===== src/rtl/hazard_if.sv =====
// -----------------------------------------------------------------------------
// hazard_if
//   Bundles the pipeline-facing signals of the hazard controller.
//
//   Pipeline -> controller (decode/execute/memory status):
//     rs1_id, rs2_id, uses_rs1_id, uses_rs2_id   source operands of ID instr
//     rd_ex, mem_read_ex, reg_write_ex           destination info of EX instr
//     branch_taken_ex                            EX redirected the PC
//     muldiv_ex, muldiv_done                     mul/div occupancy of EX
//     dmem_req_mem, dmem_ready                   data-memory handshake in MEM
//   Controller -> pipeline (sequencing controls):
//     pc_write, stall_*, flush_*                 stage register controls
//     muldiv_start                               start pulse to mul/div unit
//     muldiv_timeout, ctrl_state, stall_count    status / performance
//
//   Modports: master = pipeline side, slave = hazard controller.
// -----------------------------------------------------------------------------
interface hazard_if #(
    parameter int CNT_W = 16
);
    logic [4:0]       rs1_id;
    logic [4:0]       rs2_id;
    logic             uses_rs1_id;
    logic             uses_rs2_id;
    logic [4:0]       rd_ex;
    logic             mem_read_ex;
    logic             reg_write_ex;
    logic             branch_taken_ex;
    logic             muldiv_ex;
    logic             muldiv_done;
    logic             dmem_req_mem;
    logic             dmem_ready;

    logic             pc_write;
    logic             stall_if_id;
    logic             stall_id_ex;
    logic             stall_ex_mem;
    logic             flush_if_id;
    logic             flush_id_ex;
    logic             flush_ex_mem;
    logic             flush_mem_wb;
    logic             muldiv_start;
    logic             muldiv_timeout;
    logic [1:0]       ctrl_state;
    logic [CNT_W-1:0] stall_count;

    modport master (
        output rs1_id, rs2_id, uses_rs1_id, uses_rs2_id,
        output rd_ex, mem_read_ex, reg_write_ex, branch_taken_ex,
        output muldiv_ex, muldiv_done, dmem_req_mem, dmem_ready,
        input  pc_write, stall_if_id, stall_id_ex, stall_ex_mem,
        input  flush_if_id, flush_id_ex, flush_ex_mem, flush_mem_wb,
        input  muldiv_start, muldiv_timeout, ctrl_state, stall_count
    );

    modport slave (
        input  rs1_id, rs2_id, uses_rs1_id, uses_rs2_id,
        input  rd_ex, mem_read_ex, reg_write_ex, branch_taken_ex,
        input  muldiv_ex, muldiv_done, dmem_req_mem, dmem_ready,
        output pc_write, stall_if_id, stall_id_ex, stall_ex_mem,
        output flush_if_id, flush_id_ex, flush_ex_mem, flush_mem_wb,
        output muldiv_start, muldiv_timeout, ctrl_state, stall_count
    );
endinterface


===== src/rtl/hazard_controller.sv =====
// -----------------------------------------------------------------------------
// hazard_controller
//   Pipeline sequencing controller for the 5-stage RV32 core. Covers the
//   hazards the forwarding network cannot: load-use stalls, taken-branch
//   flushes, data-memory wait states and multi-cycle mul/div occupancy of EX.
//
//   Ports:
//     clk    core clock, all state changes on the rising edge
//     rst_n  synchronous reset, active-low
//     hz     hazard_if.slave bundle (pipeline status in, stage controls out)
//
//   Parameters:
//     CNT_W           width of the saturating stall-cycle counter (must match
//                     the CNT_W of the connected interface)
//     MULDIV_TIMEOUT  MD_BUSY cycles allowed before the watchdog fires (>= 2)
//
//   Only ctrl_state, the watchdog counter, muldiv_timeout and stall_count are
//   registered; every stage control is combinational from state and inputs so
//   the pipeline sees a hazard response in the same cycle it appears.
// -----------------------------------------------------------------------------
module hazard_controller #(
    parameter int CNT_W          = 16,
    parameter int MULDIV_TIMEOUT = 64
) (
    input logic      clk,
    input logic      rst_n,
    hazard_if.slave  hz
);
    localparam int WD_W = $clog2(MULDIV_TIMEOUT + 1);
    // Watchdog fires while the counter shows the last permitted busy cycle.
    localparam logic [WD_W-1:0] WD_LAST = WD_W'(MULDIV_TIMEOUT - 1);

    typedef enum logic [1:0] {
        ST_RUN     = 2'd0,
        ST_MD_BUSY = 2'd1
    } state_t;

    state_t           state_reg;
    state_t           state_next;
    logic [WD_W-1:0]  wd_reg;
    logic [WD_W-1:0]  wd_next;
    logic             timeout_reg;
    logic             timeout_next;
    logic [CNT_W-1:0] stall_cnt_reg;

    // Combinational stage controls
    logic pc_write;
    logic stall_if_id;
    logic stall_id_ex;
    logic stall_ex_mem;
    logic flush_if_id;
    logic flush_id_ex;
    logic flush_ex_mem;
    logic flush_mem_wb;
    logic muldiv_start;

    // -------------------------------------------------------------------------
    // Hazard detection
    // -------------------------------------------------------------------------
    logic       mem_wait;
    logic       load_use;
    logic [4:0] src_reg  [2];
    logic [1:0] src_used;
    logic [1:0] src_hit;

    assign mem_wait = hz.dmem_req_mem & ~hz.dmem_ready;

    assign src_reg[0]  = hz.rs1_id;
    assign src_reg[1]  = hz.rs2_id;
    assign src_used[0] = hz.uses_rs1_id;
    assign src_used[1] = hz.uses_rs2_id;

    // One comparator per ID source operand against the EX destination.
    for (genvar gi = 0; gi < 2; gi++) begin : g_src
        assign src_hit[gi] = src_used[gi] & (src_reg[gi] == hz.rd_ex);
    end

    // x0 is hard-wired to zero, so a load targeting it can never be a hazard.
    assign load_use = hz.mem_read_ex & hz.reg_write_ex &
                      (hz.rd_ex != 5'd0) & (|src_hit);

    // -------------------------------------------------------------------------
    // Output and next-state logic
    // -------------------------------------------------------------------------
    always_comb begin
        pc_write     = 1'b1;
        stall_if_id  = 1'b0;
        stall_id_ex  = 1'b0;
        stall_ex_mem = 1'b0;
        flush_if_id  = 1'b0;
        flush_id_ex  = 1'b0;
        flush_ex_mem = 1'b0;
        flush_mem_wb = 1'b0;
        muldiv_start = 1'b0;
        state_next   = state_reg;
        wd_next      = wd_reg;
        timeout_next = timeout_reg;

        if (!rst_n) begin
            // Freeze the PC and fill every stage with bubbles while in reset.
            pc_write     = 1'b0;
            flush_if_id  = 1'b1;
            flush_id_ex  = 1'b1;
            flush_ex_mem = 1'b1;
            flush_mem_wb = 1'b1;
        end else if (mem_wait) begin
            // Freeze everything up to MEM; the stalled access must not retire
            // twice, so WB receives a bubble. State and watchdog hold.
            pc_write     = 1'b0;
            stall_if_id  = 1'b1;
            stall_id_ex  = 1'b1;
            stall_ex_mem = 1'b1;
            flush_mem_wb = 1'b1;
        end else begin
            case (state_reg)
                ST_RUN: begin
                    if (hz.muldiv_ex) begin
                        // Launch the unit and hold IF/ID/EX; EX/MEM gets bubbles
                        // until the result is ready.
                        muldiv_start = 1'b1;
                        pc_write     = 1'b0;
                        stall_if_id  = 1'b1;
                        stall_id_ex  = 1'b1;
                        flush_ex_mem = 1'b1;
                        state_next   = ST_MD_BUSY;
                        wd_next      = '0;
                    end else if (load_use) begin
                        // Hold the consumer in ID one cycle; EX gets a bubble.
                        // Next cycle the load sits in MEM and forwarding covers it.
                        pc_write     = 1'b0;
                        stall_if_id  = 1'b1;
                        flush_id_ex  = 1'b1;
                    end else if (hz.branch_taken_ex) begin
                        // Squash the two wrong-path instructions; PC takes target.
                        flush_if_id  = 1'b1;
                        flush_id_ex  = 1'b1;
                    end
                end

                ST_MD_BUSY: begin
                    if (hz.muldiv_done) begin
                        state_next = ST_RUN;
                    end else if (wd_reg == WD_LAST) begin
                        // Give up on the unit and let the pipeline proceed; the
                        // flag stays set until reset so software can see it.
                        timeout_next = 1'b1;
                        state_next   = ST_RUN;
                    end else begin
                        pc_write     = 1'b0;
                        stall_if_id  = 1'b1;
                        stall_id_ex  = 1'b1;
                        flush_ex_mem = 1'b1;
                        wd_next      = wd_reg + WD_W'(1);
                    end
                end

                default: begin
                    state_next = ST_RUN;
                end
            endcase
        end
    end

    // -------------------------------------------------------------------------
    // State registers
    // -------------------------------------------------------------------------
    always_ff @(posedge clk) begin
        if (!rst_n) begin
            state_reg     <= ST_RUN;
            wd_reg        <= '0;
            timeout_reg   <= 1'b0;
            stall_cnt_reg <= '0;
        end else begin
            state_reg   <= state_next;
            wd_reg      <= wd_next;
            timeout_reg <= timeout_next;
            // Saturate rather than wrap so a long run never reads as few stalls.
            if (!pc_write && (stall_cnt_reg != {CNT_W{1'b1}})) begin
                stall_cnt_reg <= stall_cnt_reg + CNT_W'(1);
            end
        end
    end

    // -------------------------------------------------------------------------
    // Interface outputs
    // -------------------------------------------------------------------------
    assign hz.pc_write       = pc_write;
    assign hz.stall_if_id    = stall_if_id;
    assign hz.stall_id_ex    = stall_id_ex;
    assign hz.stall_ex_mem   = stall_ex_mem;
    assign hz.flush_if_id    = flush_if_id;
    assign hz.flush_id_ex    = flush_id_ex;
    assign hz.flush_ex_mem   = flush_ex_mem;
    assign hz.flush_mem_wb   = flush_mem_wb;
    assign hz.muldiv_start   = muldiv_start;
    assign hz.muldiv_timeout = timeout_reg;
    assign hz.ctrl_state     = state_reg;
    assign hz.stall_count    = stall_cnt_reg;

endmodule

===== src/flat_wrapper.sv =====
// flat-port wrapper written by rule: the top's interface ports become plain ports
module hazard_controller_flat 
#(
    parameter int CNT_W          = 16,
    parameter int MULDIV_TIMEOUT = 64
)
  (clk, rst_n, hz_rs1_id, hz_rs2_id, hz_uses_rs1_id, hz_uses_rs2_id, hz_rd_ex, hz_mem_read_ex, hz_reg_write_ex, hz_branch_taken_ex, hz_muldiv_ex, hz_muldiv_done, hz_dmem_req_mem, hz_dmem_ready, hz_pc_write, hz_stall_if_id, hz_stall_id_ex, hz_stall_ex_mem, hz_flush_if_id, hz_flush_id_ex, hz_flush_ex_mem, hz_flush_mem_wb, hz_muldiv_start, hz_muldiv_timeout, hz_ctrl_state, hz_stall_count);
  hazard_if #(.CNT_W(CNT_W)) hz_i ();
  input logic clk;
  input logic rst_n;
  input wire logic [$bits(hz_i.rs1_id)-1:0] hz_rs1_id;
  input wire logic [$bits(hz_i.rs2_id)-1:0] hz_rs2_id;
  input wire logic [$bits(hz_i.uses_rs1_id)-1:0] hz_uses_rs1_id;
  input wire logic [$bits(hz_i.uses_rs2_id)-1:0] hz_uses_rs2_id;
  input wire logic [$bits(hz_i.rd_ex)-1:0] hz_rd_ex;
  input wire logic [$bits(hz_i.mem_read_ex)-1:0] hz_mem_read_ex;
  input wire logic [$bits(hz_i.reg_write_ex)-1:0] hz_reg_write_ex;
  input wire logic [$bits(hz_i.branch_taken_ex)-1:0] hz_branch_taken_ex;
  input wire logic [$bits(hz_i.muldiv_ex)-1:0] hz_muldiv_ex;
  input wire logic [$bits(hz_i.muldiv_done)-1:0] hz_muldiv_done;
  input wire logic [$bits(hz_i.dmem_req_mem)-1:0] hz_dmem_req_mem;
  input wire logic [$bits(hz_i.dmem_ready)-1:0] hz_dmem_ready;
  output wire logic [$bits(hz_i.pc_write)-1:0] hz_pc_write;
  output wire logic [$bits(hz_i.stall_if_id)-1:0] hz_stall_if_id;
  output wire logic [$bits(hz_i.stall_id_ex)-1:0] hz_stall_id_ex;
  output wire logic [$bits(hz_i.stall_ex_mem)-1:0] hz_stall_ex_mem;
  output wire logic [$bits(hz_i.flush_if_id)-1:0] hz_flush_if_id;
  output wire logic [$bits(hz_i.flush_id_ex)-1:0] hz_flush_id_ex;
  output wire logic [$bits(hz_i.flush_ex_mem)-1:0] hz_flush_ex_mem;
  output wire logic [$bits(hz_i.flush_mem_wb)-1:0] hz_flush_mem_wb;
  output wire logic [$bits(hz_i.muldiv_start)-1:0] hz_muldiv_start;
  output wire logic [$bits(hz_i.muldiv_timeout)-1:0] hz_muldiv_timeout;
  output wire logic [$bits(hz_i.ctrl_state)-1:0] hz_ctrl_state;
  output wire logic [$bits(hz_i.stall_count)-1:0] hz_stall_count;
  assign hz_i.rs1_id = hz_rs1_id;
  assign hz_i.rs2_id = hz_rs2_id;
  assign hz_i.uses_rs1_id = hz_uses_rs1_id;
  assign hz_i.uses_rs2_id = hz_uses_rs2_id;
  assign hz_i.rd_ex = hz_rd_ex;
  assign hz_i.mem_read_ex = hz_mem_read_ex;
  assign hz_i.reg_write_ex = hz_reg_write_ex;
  assign hz_i.branch_taken_ex = hz_branch_taken_ex;
  assign hz_i.muldiv_ex = hz_muldiv_ex;
  assign hz_i.muldiv_done = hz_muldiv_done;
  assign hz_i.dmem_req_mem = hz_dmem_req_mem;
  assign hz_i.dmem_ready = hz_dmem_ready;
  assign hz_pc_write = hz_i.pc_write;
  assign hz_stall_if_id = hz_i.stall_if_id;
  assign hz_stall_id_ex = hz_i.stall_id_ex;
  assign hz_stall_ex_mem = hz_i.stall_ex_mem;
  assign hz_flush_if_id = hz_i.flush_if_id;
  assign hz_flush_id_ex = hz_i.flush_id_ex;
  assign hz_flush_ex_mem = hz_i.flush_ex_mem;
  assign hz_flush_mem_wb = hz_i.flush_mem_wb;
  assign hz_muldiv_start = hz_i.muldiv_start;
  assign hz_muldiv_timeout = hz_i.muldiv_timeout;
  assign hz_ctrl_state = hz_i.ctrl_state;
  assign hz_stall_count = hz_i.stall_count;
  hazard_controller #(.CNT_W(CNT_W), .MULDIV_TIMEOUT(MULDIV_TIMEOUT)) u_core (.clk(clk), .rst_n(rst_n), .hz(hz_i));
endmodule

===== config.mk =====
export PLATFORM = sky130hd
export DESIGN_NAME = hazard_controller_flat
export DESIGN_NICKNAME = d
export VERILOG_FILES = /design/src/rtl/hazard_if.sv /design/src/rtl/hazard_controller.sv /design/src/flat_wrapper.sv
export SDC_FILE = /design/constraint.sdc
export NUM_CORES = 1
export LEC_CHECK = 0
export ABC_AREA = 1
export CORE_UTILIZATION = 32
export DETAILED_ROUTE_END_ITERATION = 8
export MAX_ROUTING_LAYER = met4
export PLACE_DENSITY = 0.59
export RECOVER_POWER = 50
export SKIP_CTS_REPAIR_TIMING = 1
export SYNTH_ARGS = -nofsm -noshare
export SYNTH_HDL_FRONTEND = slang
export SYNTH_SLANG_ARGS = --single-unit

===== constraint.sdc =====
create_clock -name clk -period 4.9 [get_ports clk]
set_input_delay 0.98 -clock clk [delete_from_list [all_inputs] [get_ports clk]]
set_output_delay 0.98 -clock clk [all_outputs]
set_load 0.005 [all_outputs]

==> After elaboration in Yosys (flattened, before gate mapping) <==
Index checks and enable logic that the tools add are counted.
W data, S select, Z words.
{ "totals": {"reg_bits": 26, "latch_bits": 0, "mem_bits_rw": 0, "romBits": 0, "output_inout_bits": 28, "n_memories": 0} }
{ "op_classes": {"n_addsub": 2, "mul": 0, "n_div": 0, "order_cmp": 0, "eq_ne": 9, "shifts": 0, "mux": 45, "bitwise": 9, "n_reduce_logical": 9} }
{ "ops": {"columns": ["operator", "n"], "rows": [
  ["$mux W1", 34],
  ["$mux W7", 3],
  ["$add A16 B1 Y16 const B", 1],
  ["$ne A16 B16 Y1 const B", 1],
  ["$pmux W7 S2", 1],
  ["$eq A5 B5 Y1", 2],
  ["$add A7 B1 Y7 const B", 1],
  ["$eq A7 B6 Y1 const B", 1],
  ["$and A1 B1 Y1", 6],
  ["$mux W2", 3],
  ["$ne A2 B2 Y1 const B", 3],
  ["$pmux W1 S2", 3],
  ["$reduce_and A5 Y1", 1],
  ["$reduce_bool A5 Y1", 1],
  ["$pmux W2 S2", 1],
  ["$reduce_and A4 Y1", 1],
  ["$ne A3 B2 Y1 const B", 1],
  ["$not A1 Y1", 3],
  ["$reduce_and A3 Y1", 1],
  ["$eq A2 B1 Y1 const B", 1],
  ["$logic_not A2 Y1", 1],
  ["$reduce_bool A2 Y1", 1],
  ["$reduce_or A2 Y1", 1],
  ["$logic_and A1 B1 Y1", 1],
  ["$logic_not A1 Y1", 1]
]} }

==> Longest topological paths before layout <==
{ "logic_depth": {"word_depth": 11, "mapped_depth": 13} }

==> Worst setup path before layout <==
Ideal clock, no wire load.
{ "synth_timing": {"path_type": "input to output", "from": "input port hz_rd_ex[3]", "to": "output port hz_pc_write", "arrival_ns": 1.681, "path_slack_ns": 2.239, "stages": 9, "path_cell_list": "inv_1 nand2_1 nand2_1 nor2_1 nand3_1 nand2_1 nand3_1 nand3_2 inv_1"} }
{ "synth_between": {"elab_chain_len": 9, "elab_cells_between_ends": 13, "cone_classes": "eq/ne: 2; mux: 5; bitwise: 4; reduce/logical: 2"} }
{ "synth_rtl": {"columns": ["item", "line", "rtl"], "rows": [
  ["start: declaration", "flat_wrapper.sv:15", "input wire logic [$bits(hz_i.rd_ex)-1:0] hz_rd_ex;"],
  ["$eq A5 B5 Y1", "hazard_controller.sv:75", "assign src_hit[gi] = src_used[gi] & (src_reg[gi] == hz.rd_ex);"],
  ["$and A1 B1 Y1", "hazard_controller.sv:75", null],
  ["$reduce_or A2 Y1", "hazard_controller.sv:80", "(hz.rd_ex != 5'd0) & (|src_hit);"],
  ["$and A1 B1 Y1 *", "hazard_controller.sv:80", null],
  ["$mux W1 *", "hazard_controller.sv:127", "end else if (load_use) begin"],
  ["$mux W1 *", "hazard_controller.sv:117", "if (hz.muldiv_ex) begin"],
  ["$pmux W1 S2 *", "hazard_controller.sv:115", "case (state_reg)"],
  ["$mux W1 *", "hazard_controller.sv:106", "end else if (mem_wait) begin"],
  ["$mux W1 *", "hazard_controller.sv:99", "if (!rst_n) begin"],
  ["end: declaration", "flat_wrapper.sv:23", "output wire logic [$bits(hz_i.pc_write)-1:0] hz_pc_write;"]
]} }
Mark *: on every way between the ends. The rest lies on a longest branch, timed or not.

==> Final worst setup path <==
{ "layout_timing": {"from": "input port hz_rd_ex[1]", "to": "output port hz_pc_write"} }
Same word-level chain as after synthesis.

==> flow_summary.json <==
{
  "p_leak_nw": 1.13,
  "syn_inst": 284,
  "cts_tree": "done",
  "clock_power_share_pct": 27.1,
  "p_int_uw": 324,
  "worstReg2RegEnd": "u_core.hz.stall_count[13]$_SDFFE_PN0P_",
  "netlist_area_um2": 1720,
  "dp_hpwl_mm": 3.06,
  "htreeDepth": 1,
  "antenna_found_initial": 0,
  "cts_buffers": 3,
  "yosysWarnings": 0,
  "worstPathArrival_ns": 2.78,
  "rr_startpoint": "u_core.wd_reg[1]$_SDFFE_PN0P_",
  "largest_register_ffs": 16,
  "clk_latency_ns": 0.26,
  "crit_family": "buffers and inverters",
  "path_clk_slew_ns": 0.09,
  "drtIter0Drc": 89,
  "slew_viol_final": 0,
  "seqPwrFrac_pct": 48.5,
  "dp.cells": 402,
  "gp_congestion": 0.807,
  "ant_nets": 0,
  "die_h_um": 75.3,
  "synth-seq-area-share_pct": 29.1,
  "max_freq_mhz": 266,
  "drv_cap": 0,
  "hp-class": "flop to flop",
  "track_usage_pct": 15.9,
  "setup_tns_ns": 0,
  "finalInstanceArea_um2": 2340,
  "dieWidth_um": 75.3,
  "setup_viol": 0,
  "combPwrFrac_pct": 24.4,
  "wl_mm": 3.95,
  "fillers": 588,
  "grt_max_degree": 22,
  "core_area_um2": 5140,
  "whs_endpoint": "u_core.hz.muldiv_timeout$_SDFFE_PN0P_",
  "firstDrtPassIters": 4,
  "vias": 1789,
  "power_density_nw_per_um2": 195,
  "syn_to_final_growth_pct": 35.9,
  "fin_nets": 365,
  "drc_errors": 0,
  "synth-main-ff-cell": "dfxtp_1",
  "multi_input_area_um2": 991,
  "cpPeakStageDelay_ns": 0.52,
  "synth_edf_count": 0,
  "grt_pass1_vias": 1599,
  "vias_per_cell": 4.41,
  "finalCritPeriodShare_pct": 76.8,
  "die_area_um2": 5670,
  "cp_common_cell": "nand2_1",
  "placed_area_um2": 2290,
  "rows": 26,
  "hold_violations": 0,
  "critPathKind": "primary input to output port",
  "min_period_ns": 3.76,
  "portBuffers": 52,
  "switching_share_pct": 28.8,
  "rsz0062_at_grt": "false",
  "clockBufferDepth": 2,
  "switchingPower_uw": 131,
  "ios": 54,
  "synthesis.nets": 312,
  "r2r_slack_ns": 2.99,
  "start_util_pct": 33.4,
  "critPathLaunchType": "primary input",
  "routedWlPerCell_um": 9.73,
  "syn_avg_cell_area_um2": 6.05,
  "outcome": "finished, final reports clean",
  "crit_buf_inv": 4,
  "grt_remaining_overflow": 0,
  "regArea_um2": 500,
  "layoutNonFillerInstCount": 406,
  "skew_ns": 0.00177,
  "cts_sinks": 25,
  "drive_above_1_share_pct": 6.25,
  "clock-root-buffer": "clkbuf_8",
  "grt_pass1_wl_mm": 6.91,
  "synth-seq-cells": 25,
  "end_kind": "output port",
  "insertedDiodeCount": 0,
  "ir_drop_mv": 0.128,
  "crit_path_max_fanout": 6,
  "worstPathRequired_ns": 3.92,
  "synthDistinctLibCells": 30,
  "postSynth.asyncResetShare_pct": 0,
  "ff2ff_path_depth": 12,
  "path_cells": "clkdlybuf4s50_1 > inv_1 > nand2_1 > nand2_1 > nor2_1 > nand3_1 > nand2_1 > nand3_1 > nand3_2 > inv_1 > clkdlybuf4s50_1",
  "final_core_util_pct": 45.4,
  "cpMaxStageDelayCell": "clkdlybuf4s50_1",
  "hold_path_depth": 2,
  "hold_start": "u_core.hz.muldiv_timeout$_SDFFE_PN0P_"
}
## layer usage
metal	vias to the layer above	share of wire [%]	track usage, %
li1	981	-	-
met1	766	51	21.6
met2	40	44	25.2
met3	2	4.0	2.78
met4	0	0.43	2.47
met5	-	0	-
## worst min-delay path, cell delays in order, from the launching register on
cell	delay, ns
dfxtp_1	0.32
nand2_1	0.05
o41ai_1	0.05
## kinds of logic after synthesis
kind of cell             synth area share, %
AND/OR/NAND/NOR                         45.2
buffers and inverters                   13.2
adder cells (fa/ha/maj)                 1.46
XOR/XNOR                                2.55
flip-flops                              29.1
AO/OA/AOI/OAI                           8.22
other                                  0.218
## worst max-delay path by stage
stage,startpoint,endpoint,slack [ns],cells past startpoint
final,hz_rd_ex[1],hz_pc_write,1.14,11
after global routing,hz_rd_ex[0],hz_pc_write,0.93,11
after CTS,hz_rd_ex[1],hz_pc_write,1.11,11
after detailed placement,hz_rd_ex[1],hz_pc_write,1.11,11
after global placement,hz_rd_ex[1],hz_pc_write,1.10,11
after floorplan,hz_rd_ex[3],hz_pc_write,2.24,9
## power by group through the flow
stage	Combinational [mW]	Sequential, mW	Clock (mW)
after CTS	0.115	0.221	0.129
after global routing	0.125	0.223	0.139
final	0.111	0.221	0.123
after detailed placement	0.114	0.226	0
after floorplan	0.0613	0.224	0
after global placement	0.114	0.226	0
## cell usage after synthesis, drive strengths merged, types with 2 or more instances
cell type   n  area (µm²)
o21ai       7        35.0
buf         4        31.3
xor2        5        43.8
a21oi      15        75.1
ha          2        25.0
nand4       4        25.0
nand3      28         155
nor3        3        25.0
inv        48         183
dfxtp      25         500
nor2       58         249
nand2      78         315
## layout by cell type, fill, tap and decap left out, types with 2 or more instances in the layout
| master | instances |
|---|---|
| dlygate4sd3_1 | 20 |
| nor3_2 | 2 |
| o21ai_0 | 6 |
| a21oi_1 | 15 |
| xor2_1 | 5 |
| clkbuf_8 | 3 |
| nand2_1 | 73 |
| nor2_1 | 55 |
| ha_1 | 2 |
| clkdlybuf4s50_1 | 32 |
| dfxtp_1 | 25 |
| inv_1 | 45 |
| inv_2 | 2 |
| nand3_2 | 3 |
| nand2_4 | 2 |
| nand3_1 | 25 |
| nand4_1 | 4 |
| nor2_4 | 2 |
| nand2_2 | 3 |
## metrics by stage
stage               setup slack [ns]  total power, mW  hold slack (ns)
finish                          1.14            0.455            0.460
global placement                1.10            0.340            0.448
floorplan                       2.24            0.286            0.432
global route                   0.929            0.487            0.491
CTS                             1.11            0.464            0.464
detailed placement              1.11            0.340            0.433
## final cells by class
type / count / area share [%]
timing repair buffer: 53 / 22.6
clock inverter: 1 / 0.214
tap: 70 / 3.75
clock buffer: 3 / 1.77
multi-input combinational: 206 / 42.4
inverter: 48 / 7.82
sequential: 25 / 21.4
Power figures use the tool's default switching activity.
